--- src/rtl/fetch_unit_pkg.sv ---
// fetch_unit_pkg: shared encodings and field positions for the fetch stage.
package fetch_unit_pkg;
  localparam logic [0:0] S_FETCH = 1'b0;
  localparam logic [0:0] S_FULL = 1'b1;
  localparam logic [31:0] NOP_WORD = 32'h0000_0000;
  localparam int OPC_MSB = 31;
  localparam int OPC_LSB = 26;
  localparam logic [31:0] JUMP_REGION_MASK = 32'hF000_0000;
endpackage

--- src/rtl/next_pc_sel.sv ---
// next_pc_sel: resolves EX-stage redirect, its target, and the sequential pc+4.
module next_pc_sel
  import fetch_unit_pkg::*;
(
  input  logic        i_ex_valid,
  input  logic        i_branch_beq,
  input  logic        i_branch_bne,
  input  logic        i_jump,
  input  logic        i_zero,
  input  logic [31:0] i_branch_target,
  input  logic [25:0] i_jump_index,
  input  logic [31:0] i_ex_pc4,
  input  logic [31:0] i_pc,
  output logic        o_redirect,
  output logic [31:0] o_target,
  output logic [31:0] o_pc_plus4
);
  // beq/bne only matter when not a jump, so an undriven branch flag cannot leak in
  assign o_redirect = i_ex_valid & (i_jump | (~i_jump & ((i_branch_beq & i_zero) | (i_branch_bne & ~i_zero))));
  assign o_target = i_jump ? ((i_ex_pc4 & JUMP_REGION_MASK) | {4'b0000, i_jump_index, 2'b00})
                           : (i_branch_target & ~32'h3);
  assign o_pc_plus4 = i_pc + 32'd4;
endmodule

--- src/rtl/fetch_unit.sv ---
// fetch_unit: PC, instruction-memory handshake, IF/ID register with a one-entry
// skid buffer for stalls, and EX-resolved redirects that squash IF/ID.
module fetch_unit
  import fetch_unit_pkg::*;
#(
  parameter logic [31:0] RESET_PC = 32'h0000_0000
) (
  input  logic        i_clk,
  input  logic        i_rst,
  output logic        o_imem_req,
  output logic [31:0] o_imem_addr,
  input  logic        i_imem_valid,
  input  logic [31:0] i_imem_rdata,
  input  logic        i_stall,
  input  logic        i_ex_valid,
  input  logic        i_branch_beq,
  input  logic        i_branch_bne,
  input  logic        i_jump,
  input  logic        i_zero,
  input  logic [31:0] i_branch_target,
  input  logic [25:0] i_jump_index,
  input  logic [31:0] i_ex_pc4,
  output logic        o_valid,
  output logic [31:0] o_instr,
  output logic [5:0]  o_opcode,
  output logic [31:0] o_pc4
);
  logic [0:0]  state_q, state_d;
  logic [31:0] pc_q, pc_d;
  logic        valid_q, valid_d;
  logic [31:0] instr_q, instr_d;
  logic [31:0] pc4_q, pc4_d;
  logic [31:0] skid_instr_q, skid_instr_d;
  logic [31:0] skid_pc4_q, skid_pc4_d;
  logic        redirect;
  logic [31:0] target;
  logic [31:0] pc_plus4;
  logic        fetching;
  next_pc_sel u_next_pc_sel (
    .i_ex_valid     (i_ex_valid),
    .i_branch_beq   (i_branch_beq),
    .i_branch_bne   (i_branch_bne),
    .i_jump         (i_jump),
    .i_zero         (i_zero),
    .i_branch_target(i_branch_target),
    .i_jump_index   (i_jump_index),
    .i_ex_pc4       (i_ex_pc4),
    .i_pc           (pc_q),
    .o_redirect     (redirect),
    .o_target       (target),
    .o_pc_plus4     (pc_plus4)
  );
  assign fetching = state_q == S_FETCH;
  assign o_imem_req = fetching & ~i_rst;
  assign o_imem_addr = pc_q;
  assign o_valid = valid_q;
  assign o_instr = instr_q;
  assign o_opcode = instr_q[OPC_MSB:OPC_LSB];
  assign o_pc4 = pc4_q;
  // A consumed instruction with no new word behind it leaves a bubble in IF/ID.
  always_comb begin
    state_d = state_q;
    pc_d = pc_q;
    valid_d = valid_q;
    instr_d = instr_q;
    pc4_d = pc4_q;
    skid_instr_d = skid_instr_q;
    skid_pc4_d = skid_pc4_q;
    if (redirect) begin
      state_d = S_FETCH;
      pc_d = target;
      valid_d = 1'b0;
      instr_d = NOP_WORD;
    end else if (fetching) begin
      if (i_imem_valid) begin
        pc_d = pc_plus4;
        if (~i_stall | ~valid_q) begin
          valid_d = 1'b1;
          instr_d = i_imem_rdata;
          pc4_d = pc_plus4;
        end else begin
          skid_instr_d = i_imem_rdata;
          skid_pc4_d = pc_plus4;
          state_d = S_FULL;
        end
      end else if (~i_stall) begin
        valid_d = 1'b0;
        instr_d = NOP_WORD;
      end
    end else if (~i_stall) begin
      state_d = S_FETCH;
      valid_d = 1'b1;
      instr_d = skid_instr_q;
      pc4_d = skid_pc4_q;
    end
  end
  always_ff @(posedge i_clk) begin
    if (i_rst) begin
      state_q <= S_FETCH;
      pc_q <= RESET_PC;
      valid_q <= 1'b0;
      instr_q <= NOP_WORD;
      pc4_q <= 32'h0;
      skid_instr_q <= NOP_WORD;
      skid_pc4_q <= 32'h0;
    end else begin
      state_q <= state_d;
      pc_q <= pc_d;
      valid_q <= valid_d;
      instr_q <= instr_d;
      pc4_q <= pc4_d;
      skid_instr_q <= skid_instr_d;
      skid_pc4_q <= skid_pc4_d;
    end
  end
endmodule

--- config.mk ---
export PLATFORM = sky130hd
export DESIGN_NAME = fetch_unit
export DESIGN_NICKNAME = d
export VERILOG_FILES = /design/src/rtl/fetch_unit_pkg.sv /design/src/rtl/next_pc_sel.sv /design/src/rtl/fetch_unit.sv
export SDC_FILE = /design/constraint.sdc
export NUM_CORES = 1
export LEC_CHECK = 0
export ABC_AREA = 1
export CAP_MARGIN = 40
export CORE_ASPECT_RATIO = 0.7
export CORE_UTILIZATION = 47
export DETAILED_ROUTE_END_ITERATION = 8
export GPL_TIMING_DRIVEN = 0
export PLACE_DENSITY_LB_ADDON = 0.3
export SLEW_MARGIN = 20
export SYNTH_ARGS = -nofsm -noshare
export SYNTH_HDL_FRONTEND = slang
export SYNTH_SLANG_ARGS = --single-unit
--- constraint.sdc ---
create_clock -name i_clk -period 2.2 [get_ports i_clk]
set_input_delay 0.44 -clock i_clk [delete_from_list [all_inputs] [get_ports i_clk]]
set_output_delay 0.44 -clock i_clk [all_outputs]
set_load 0.005 [all_outputs]
; ---- After elaboration in Yosys (flattened, before gate mapping)
; Index checks and enable logic that the tools add are counted.
[totals]
register_bits = 162
input_bits = 131
output_inout_bits = 104
wordCells = 59
[op_classes]
add_sub_neg = 1
eq_ne = 4
mux = 22
bitwise = 17
n_reduce_logical = 8
[op_table]
columns = cell, n
row1 = $mux W32, 13
row2 = $add A32 B3 Y32 const B, 1
row3 = $or A32 B28 Y32, 1
row4 = $mux W1, 9
row5 = $not A1 Y1, 8
row6 = $reduce_and A4 Y1, 2
row7 = $reduce_bool A2 Y1, 3
row8 = $and A1 B1 Y1, 5
row9 = $ne A2 B2 Y1 const B, 2
row10 = $ne A3 B1 Y1 const B, 1
row11 = $or A1 B1 Y1, 3
row12 = $reduce_and A3 Y1, 1
row13 = $ne A2 B1 Y1 const B, 1
row14 = $reduce_and A2 Y1, 1
row15 = $reduce_or A2 Y1, 1

; ---- Logic depth before layout (Yosys ltp)
; Gate-level depths: netlist of run 1.
[logic_depth]
word_depth = 8
mapped_depth = 11
mapped_depth_nobuf = 11

; ---- Hierarchy
; A second synthesis of run 1 with hierarchy kept.
[hier_totals]
hier_cells = 1311
hier_area_um2 = 8463.1
[by_module_without_submodules]
columns = mod, n_inst, cells_each, area_per_inst_um2, seq_area_each_um2
row1 = fetch_unit, 1, 1093, 7160.6, 3243.1
row2 = next_pc_sel, 1, 218, 1302.5, 0.0

; ---- Least setup slack after synthesis of run 1
; Ideal clock, no wire load.
[synth_timing]
kind = register to register
startpoint = register pc_q[2] (netlist: o_imem_addr[2])
endpoint = register skid_pc4_q[22]
setup_time_ps = 108
t_arrival_ps = 1456
t_required_ps = 2092
setup_slack_ps = 636
stages_incl_launch_ff = 10
path_buffers = 0
period_less_slack_ps = 1564
path_cell_list = dfxtp_1 > ha_1 > nand2_1 > nor2_2 > nand2_2 > nor2_4 > nand3_1 > nand2_1 > a21o_1 > inv_1
[synth_between]
elab_chain_cells = 1
[synth_rtl]
columns = element, line
row1 = start: declaration, fetch_unit.sv:29  ; logic [31:0] pc_q, pc_d;
row2 = start signal: assignment, fetch_unit.sv:108  ; pc_q <= pc_d;
row3 = $add A32 B3 Y32, next_pc_sel.sv:22  ; assign o_pc_plus4 = i_pc + 32'd4;
row4 = end signal: assignment, fetch_unit.sv:113  ; skid_pc4_q <= skid_pc4_d;
row5 = end: declaration, fetch_unit.sv:34  ; logic [31:0] skid_pc4_q, skid_pc4_d;
; No other way between the ends.
; A chain may end at the register's enable or synchronous reset.

; ---- Final worst setup path of run 1
[layout_timing]
startpoint = register state_q
endpoint = output o_imem_req
[layout_between]
elab_chain_cells = 2
[layout_rtl]
columns = element, line
row1 = start: declaration, fetch_unit.sv:28  ; logic [0:0] state_q, state_d;
row2 = start signal: assignment, fetch_unit.sv:107  ; state_q <= state_d;
row3 = $not A1 Y1 (no source line), -
row4 = $and A1 B1 Y1, fetch_unit.sv:54  ; assign o_imem_req = fetching & ~i_rst;
row5 = end: declaration, fetch_unit.sv:10  ; output logic o_imem_req,
; No other way between the ends.

==> results.ini, run 1 <==
[critical_path]
critPathBufInv=2
critPathKind=flip-flop to output port
worstPathCellList=clkbuf_4, nor2_1, clkdlybuf4s50_1
regToRegEndpoint=o_instr[25]
cp-start-kind=flip-flop
crit_arrival_ns=1.69
r2r-start=state_q
ff2ff_path_depth=6
slowest_delay_ns=0.55
cpLargestDelayFamily=buffers and inverters
crit_required_ns=1.76
end_kind=output port
regToRegSetupSlack_ns=0.21
critPathSlowestCell=clkdlybuf4s50_1
cp_max_fo=12

[timing]
slew_headroom=0.565
hold_ws_ns=0.449
period_share=0.968
setup_viol=0
rsz0062_at_grt=no
slew_viol_final=0
final_hold_viol_count=0
fmax_mhz=469
setup_slack_ns=0.0695
final.setup_skew_ns=0.00965
worst_slew_pin_slew_ns=0.653
period_minus_slack_ns=2.13

[clock_network]
cts.sinks=156
path_clk_slew_ns=0.07
clock_path_buffers=2
cts_made_buffers=17
cts_tree=yes
insertion_delay_ns=0.43
htree_levels=4
post_cts_buffers=0
clockRootBuffer=clkbuf_16
ctsHoldBuffers=0

[synth]
ys_types=35
synth_top_cells_by_area=dfxtp_1 (41%), nand2_1 (18%), a21oi_1 (9.5%)
netlist_area_um2=7610
synthCells=1158
synthTopCellsByCount=nand2_1 (372), dfxtp_1 (156), a21oi_1 (144)
synth-edff-count=0
ys_seq_elements=156
synth_warnings=0
synth_top_area_share=0.411
ys_seq_area_frac=0.411
yosysMostFrequentCell=nand2_1
async_flop_share=0
synth-main-ff-cell=dfxtp_1
yosys.area.top_type=dfxtp_1
syn_avg_cell_area_um2=6.57

[floorplan]
die_h_um=108
start_util=0.486
dieArea_um2=16700
std_cell_rows=38
die_x_um=154
core_um2=15600
pin_count=235

[global_route]
grt_overflow=0
antenna_found_initial=0
grt_max_degree=17
track_usage=0.306
grt_pass1_vias=7768
grt_pass1_wl_um=39800

[layout]
final_cells=1590
nets=1509
drive_above_1_share=0.0727
syn2layout_area_growth_pct=38.2
design_area_um2=10500
antennaDiodeCount=0

[placement]
gp_congestion=0.921
port-buffer-count=199
placed_area_um2=9860
dp_hpwl_um=18800
dp_cells=1560
dp_slack_ns=-0.338

[route]
drc_errors=0
firstDrtPassIters=6
wl_per_cell_um=15.8
drt_iter0_markers=783
routed_wl_um=25200
ant_nets=0
vias=8569
vias_per_cell=5.39

[hold_path]
holdPathStages=2
min-delay-path-class=flip-flop to flip-flop
hp-start=skid_instr_q[25]
hold_end=skid_instr_q[25]

[power]
power_density_nw_per_um2=694
ir_drop_mv=0.386
p_leak_nw=4.27

[flow_run]
cap_violations=0

[run_status]
outcome=finished, final reports clean

area by class of cell:
cell class,count,area [µm²]
clock inverter,12,160
sequential,156,3130
inverter,100,378
timing repair buffer,199,1990
multi-input combinational,829,3780
buffer,74,358
clock buffer,20,467
fill,1336,5130
tap,200,250
repair_timing:
action / in CTS / in global routing
hold endpoints to repair: 0 / 0
resized for setup: 2 / 9
endpoints found under the setup margin: 1 / 16
worst reg2reg max path, cell delays in order (launching register included):
cell      delay, ns
dfxtp_4        0.39
inv_2          0.11
clkbuf_1       0.42
clkbuf_1       0.57
o21ai_0        0.21
nand2_1        0.11
a21oi_1        0.06
where the power goes:
| group | internal [mW] | switching, mW | total [mW] |
|---|---|---|---|
| combinational | 0.530 | 0.562 | 1.09 |
| clock | 1.89 | 1.25 | 3.14 |
| sequential | 2.95 | 0.110 | 3.06 |
| total | 5.37 | 1.92 | 7.29 |
placed cells by master (no fill, tap or decap), drive strengths merged, types with 3 or more instances in the layout:
cell type	count
a21o	4
a21oi	144
a22o	4
buf	34
bufinv	3
clkbuf	60
clkdlybuf4s50	199
clkinv	4
clkinvlp	3
conb	4
dfxtp	156
inv	102
nand2	376
nand3	30
nor2	105
o211ai	3
o21ai	133
xnor2	4
xor2	11
worst max path at each step:
| stage | startpoint | endpoint | depth (start not counted) |
|---|---|---|---|
| after floorplan | o_imem_addr[2] | skid_pc4_q[22] | 9 |
| after global placement | i_jump | o_imem_addr[20] | 9 |
| after detailed placement | i_jump | o_imem_addr[19] | 9 |
| after CTS | state_q | o_imem_req | 3 |
| after global routing | state_q | o_imem_req | 3 |
| final | state_q | o_imem_req | 3 |
flip-flops by register name, summed over array words and instances (netlist names):
register,count
o_imem_addr,30
o_instr,32
o_pc4,30
o_valid,1
skid_instr_q,32
skid_pc4_q,30
state_q,1
cells by family after synthesis:
logic type               Yosys count  synth area share
other                              1          0.000493
flip-flops                       156             0.411
adder cells (fa/ha/maj)            1           0.00164
AND/OR/NAND/NOR                  516             0.272
XOR/XNOR                          15            0.0192
AO/OA/AOI/OAI                    293             0.199
buffers and inverters            176            0.0970
metrics by stage:
| stage | power, mW | util | setup TNS (ns) |
|---|---|---|---|
| detailed placement | 4.19 | 0.630 | -14.40 |
| finish | 7.29 | 0.672 | 0 |
| CTS | 7.27 | 0.670 | 0 |
| global placement | 4.16 | 0.630 | -9.19 |
| floorplan | 3.59 | - | 0 |
| global route | 7.53 | 0.672 | 0 |
routing by layer:
layer,global-route usage,share of wire,vias to the layer above
met4,0.0971,0.019,2
met3,0.0898,0.12,47
met5,0.0298,0.0028,-
met2,0.464,0.43,484
li1,-,-,4117
met1,0.415,0.44,3919
Power figures use the tool's default switching activity.
==> run 2: changes to the inputs <==
- CORE_UTILIZATION: 47 -> 49
- CTS_BUF_LIST: unset -> sky130_fd_sc_hd__clkbuf_2 sky130_fd_sc_hd__clkbuf_4 sky130_fd_sc_hd__clkbuf_8
==> results.ini, run 2 (synthesis gave the netlist of run 1 again) <==
[global_route]
grt_pass1_vias=7628  ; -1.8%
antenna_found_initial=0  ; unchanged
track_usage=0.310  ; +0.00405
grt_max_degree=18  ; +1
grt_overflow=0  ; unchanged
grt_pass1_wl_um=38500  ; -3.2%

[timing]
worst_slew_pin_slew_ns=0.633  ; -0.0199 ns
setup_viol=0  ; unchanged
period_minus_slack_ns=2.09  ; -0.0451 ns
slew_headroom=0.578  ; +0.0133
final_hold_viol_count=0  ; unchanged
tns_ns=0  ; unchanged
setup_slack_ns=0.115  ; +0.0451 ns
slew_viol_final=0  ; unchanged
fmax_mhz=480  ; +2.2%
period_share=0.948  ; -0.0205
rsz0062_at_grt=no
final.setup_skew_ns=0.0130  ; +0.00338 ns

[floorplan]
std_cell_rows=37  ; -2.6%
core_um2=14900  ; -4.7%
start_util=0.510  ; +0.0240
die_x_um=151  ; -2.0%
dieArea_um2=16000  ; -4.0%
pin_count=235  ; unchanged
die_h_um=106  ; -2.0%

[layout]
syn2layout_area_growth_pct=35.3
nets=1509  ; unchanged
final_common_cell=nand2_1
fillers=1305  ; -2.3%
drive_above_1_share=0.0719  ; -0.000719
design_area_um2=10300  ; -2.1%
final_cell_mix=nand2_1 (372), clkdlybuf4s50_1 (198), dfxtp_1 (155)
antennaDiodeCount=0  ; unchanged

[critical_path]
cp_max_fo=8  ; -4
critPathMostFrequentCell=nand2_1
critPathBufInv=0  ; -2
cp-start-kind=flip-flop
r2r-start=o_imem_addr[2]
critPathSlowestCell=dfxtp_1
worstPathCellList=ha_1, nand2_1, nor2_2, nand2_2, nor2_4, xor2_2, nand2_1, a21oi_1
cpLargestDelayFamily=simple AND/OR/NAND/NOR gates
ff2ff_path_depth=8  ; +2
regToRegEndpoint=o_pc4[18]
slowest_delay_ns=0.54  ; about the same
crit_arrival_ns=2.49  ; +0.80 ns
regToRegSetupSlack_ns=0.11  ; -0.10 ns
crit_required_ns=2.61  ; +0.85 ns
end_kind=flip-flop
critPathKind=flip-flop to flip-flop

[route]
vias_per_cell=5.27  ; -2.3%
firstDrtPassIters=6  ; unchanged
routed_wl_um=24300  ; -3.5%
drc_errors=0  ; unchanged
top_layer_used=met4
wl_met2_um=10400  ; -3.2%
wl_met1_um=10900  ; -1.2%
drt_iter0_markers=826  ; +5.5%
wl_per_cell_um=15.3  ; -3.2%
wl_met3_um=2790  ; -3.8%
ant_nets=0  ; unchanged
vias=8349  ; -2.6%

[hold_path]
min-delay-path-class=input port to flip-flop
hold_end=o_imem_addr[12]
hp-start=i_rst
holdPathStages=2  ; unchanged

[clock_network]
path_clk_slew_ns=0.10  ; +0.03 ns
post_cts_buffers=0  ; unchanged
cts_made_buffers=17  ; unchanged
cts_tree=yes
insertion_delay_ns=0.47  ; +0.04 ns
cts.sinks=156  ; unchanged
htree_levels=4  ; unchanged
clockRootBuffer=clkbuf_8
clock_path_buffers=2  ; unchanged

[placement]
placed_area_um2=9850  ; about the same
dp_slack_ns=-0.329  ; +0.00858 ns
port-buffer-count=199  ; unchanged
dp_hpwl_um=18600  ; -0.67%
gp_congestion=0.961  ; +4.3%

[power]
p_leak_nw=4.18  ; -2.1%
ir_drop_mv=0.355  ; -8.2%
power_density_nw_per_um2=620  ; -11%

[run_status]
outcome=finished, final reports clean

[flow_run]
cap_violations=0  ; unchanged

-- run 2: cell count changes in the layout (fill, tap and decap cells not counted), sizes merged --
cell	change
bufinv	-2
clkbuf	-3
clkdlybuf4s50	-1
clkinvlp	-2
dlymetal6s2s	+1
inv	+7
-- run 2: cell type report --
class | count | area, µm² | area share
inverter | 100 | 378 | 0.0367
clock buffer | 17 | 234 | 0.0227
sequential | 156 | 3130 | 0.304
timing repair buffer | 199 | 1990 | 0.194
buffer | 74 | 357 | 0.0347
clock inverter | 15 | 175 | 0.0170
multi-input combinational | 829 | 3780 | 0.368
tap | 195 | 244 | 0.0237
-- run 2: worst max-delay path by stage --
stage                               from  depth (start not counted)  slack [ns]              end
final                     o_imem_addr[2]                          8        0.11        o_pc4[18]
after global routing      o_imem_addr[2]                          8       0.009        o_pc4[16]
after CTS                 o_imem_addr[2]                          8       0.002        o_pc4[16]
after detailed placement          i_jump                          9       -0.33  o_imem_addr[20]
after global placement            i_jump                          9       -0.26  o_imem_addr[20]
after floorplan           o_imem_addr[2]                          9        0.64   skid_pc4_q[22]
-- run 2: metrics by stage --
stage / hold WS, ns / total power [mW] / instances / util
3_5_place_dp: 0.441 / 4.18 / 1555 / 0.661
3_3_place_gp: 0.433 / 4.16 / 1555 / 0.661
2_1_floorplan: 0.425 / 3.59 / 1161 / -
6_report: 0.390 / 6.38 / 1585 / 0.690
4_1_cts: 0.373 / 6.37 / 1586 / 0.689
5_1_grt: 0.420 / 6.64 / 1585 / 0.690
-- run 2: layer usage --
metal,track usage,vias up
met5,0,-
met4,0.0700,0
met1,0.442,3810
met3,0.0811,21
li1,-,4115
met2,0.464,403
-- run 2: power by group --
| group | switching, mW | leakage (nW) | internal [mW] | total (mW) |
|---|---|---|---|---|
| clock network | 1.28 | 0.207 | 0.963 | 2.24 |
| registers | 0.111 | 1.27 | 2.95 | 3.06 |
| logic | 0.551 | 2.70 | 0.529 | 1.08 |
-- run 2: repair_timing --
item | in CTS | in global routing
hold buffers | 0 | 0
gates resized for setup | 4 | 5
setup endpoints to repair | 1 | 9
-- run 2: worst reg2reg max path, cell delays in order, from the launching register on --
cell and delay (ns):
dfxtp_1 0.54, ha_1 0.27, nand2_1 0.08, nor2_2 0.14, nand2_2 0.14, nor2_4 0.25, xor2_2 0.35, nand2_1 0.12
a21oi_1 0.15
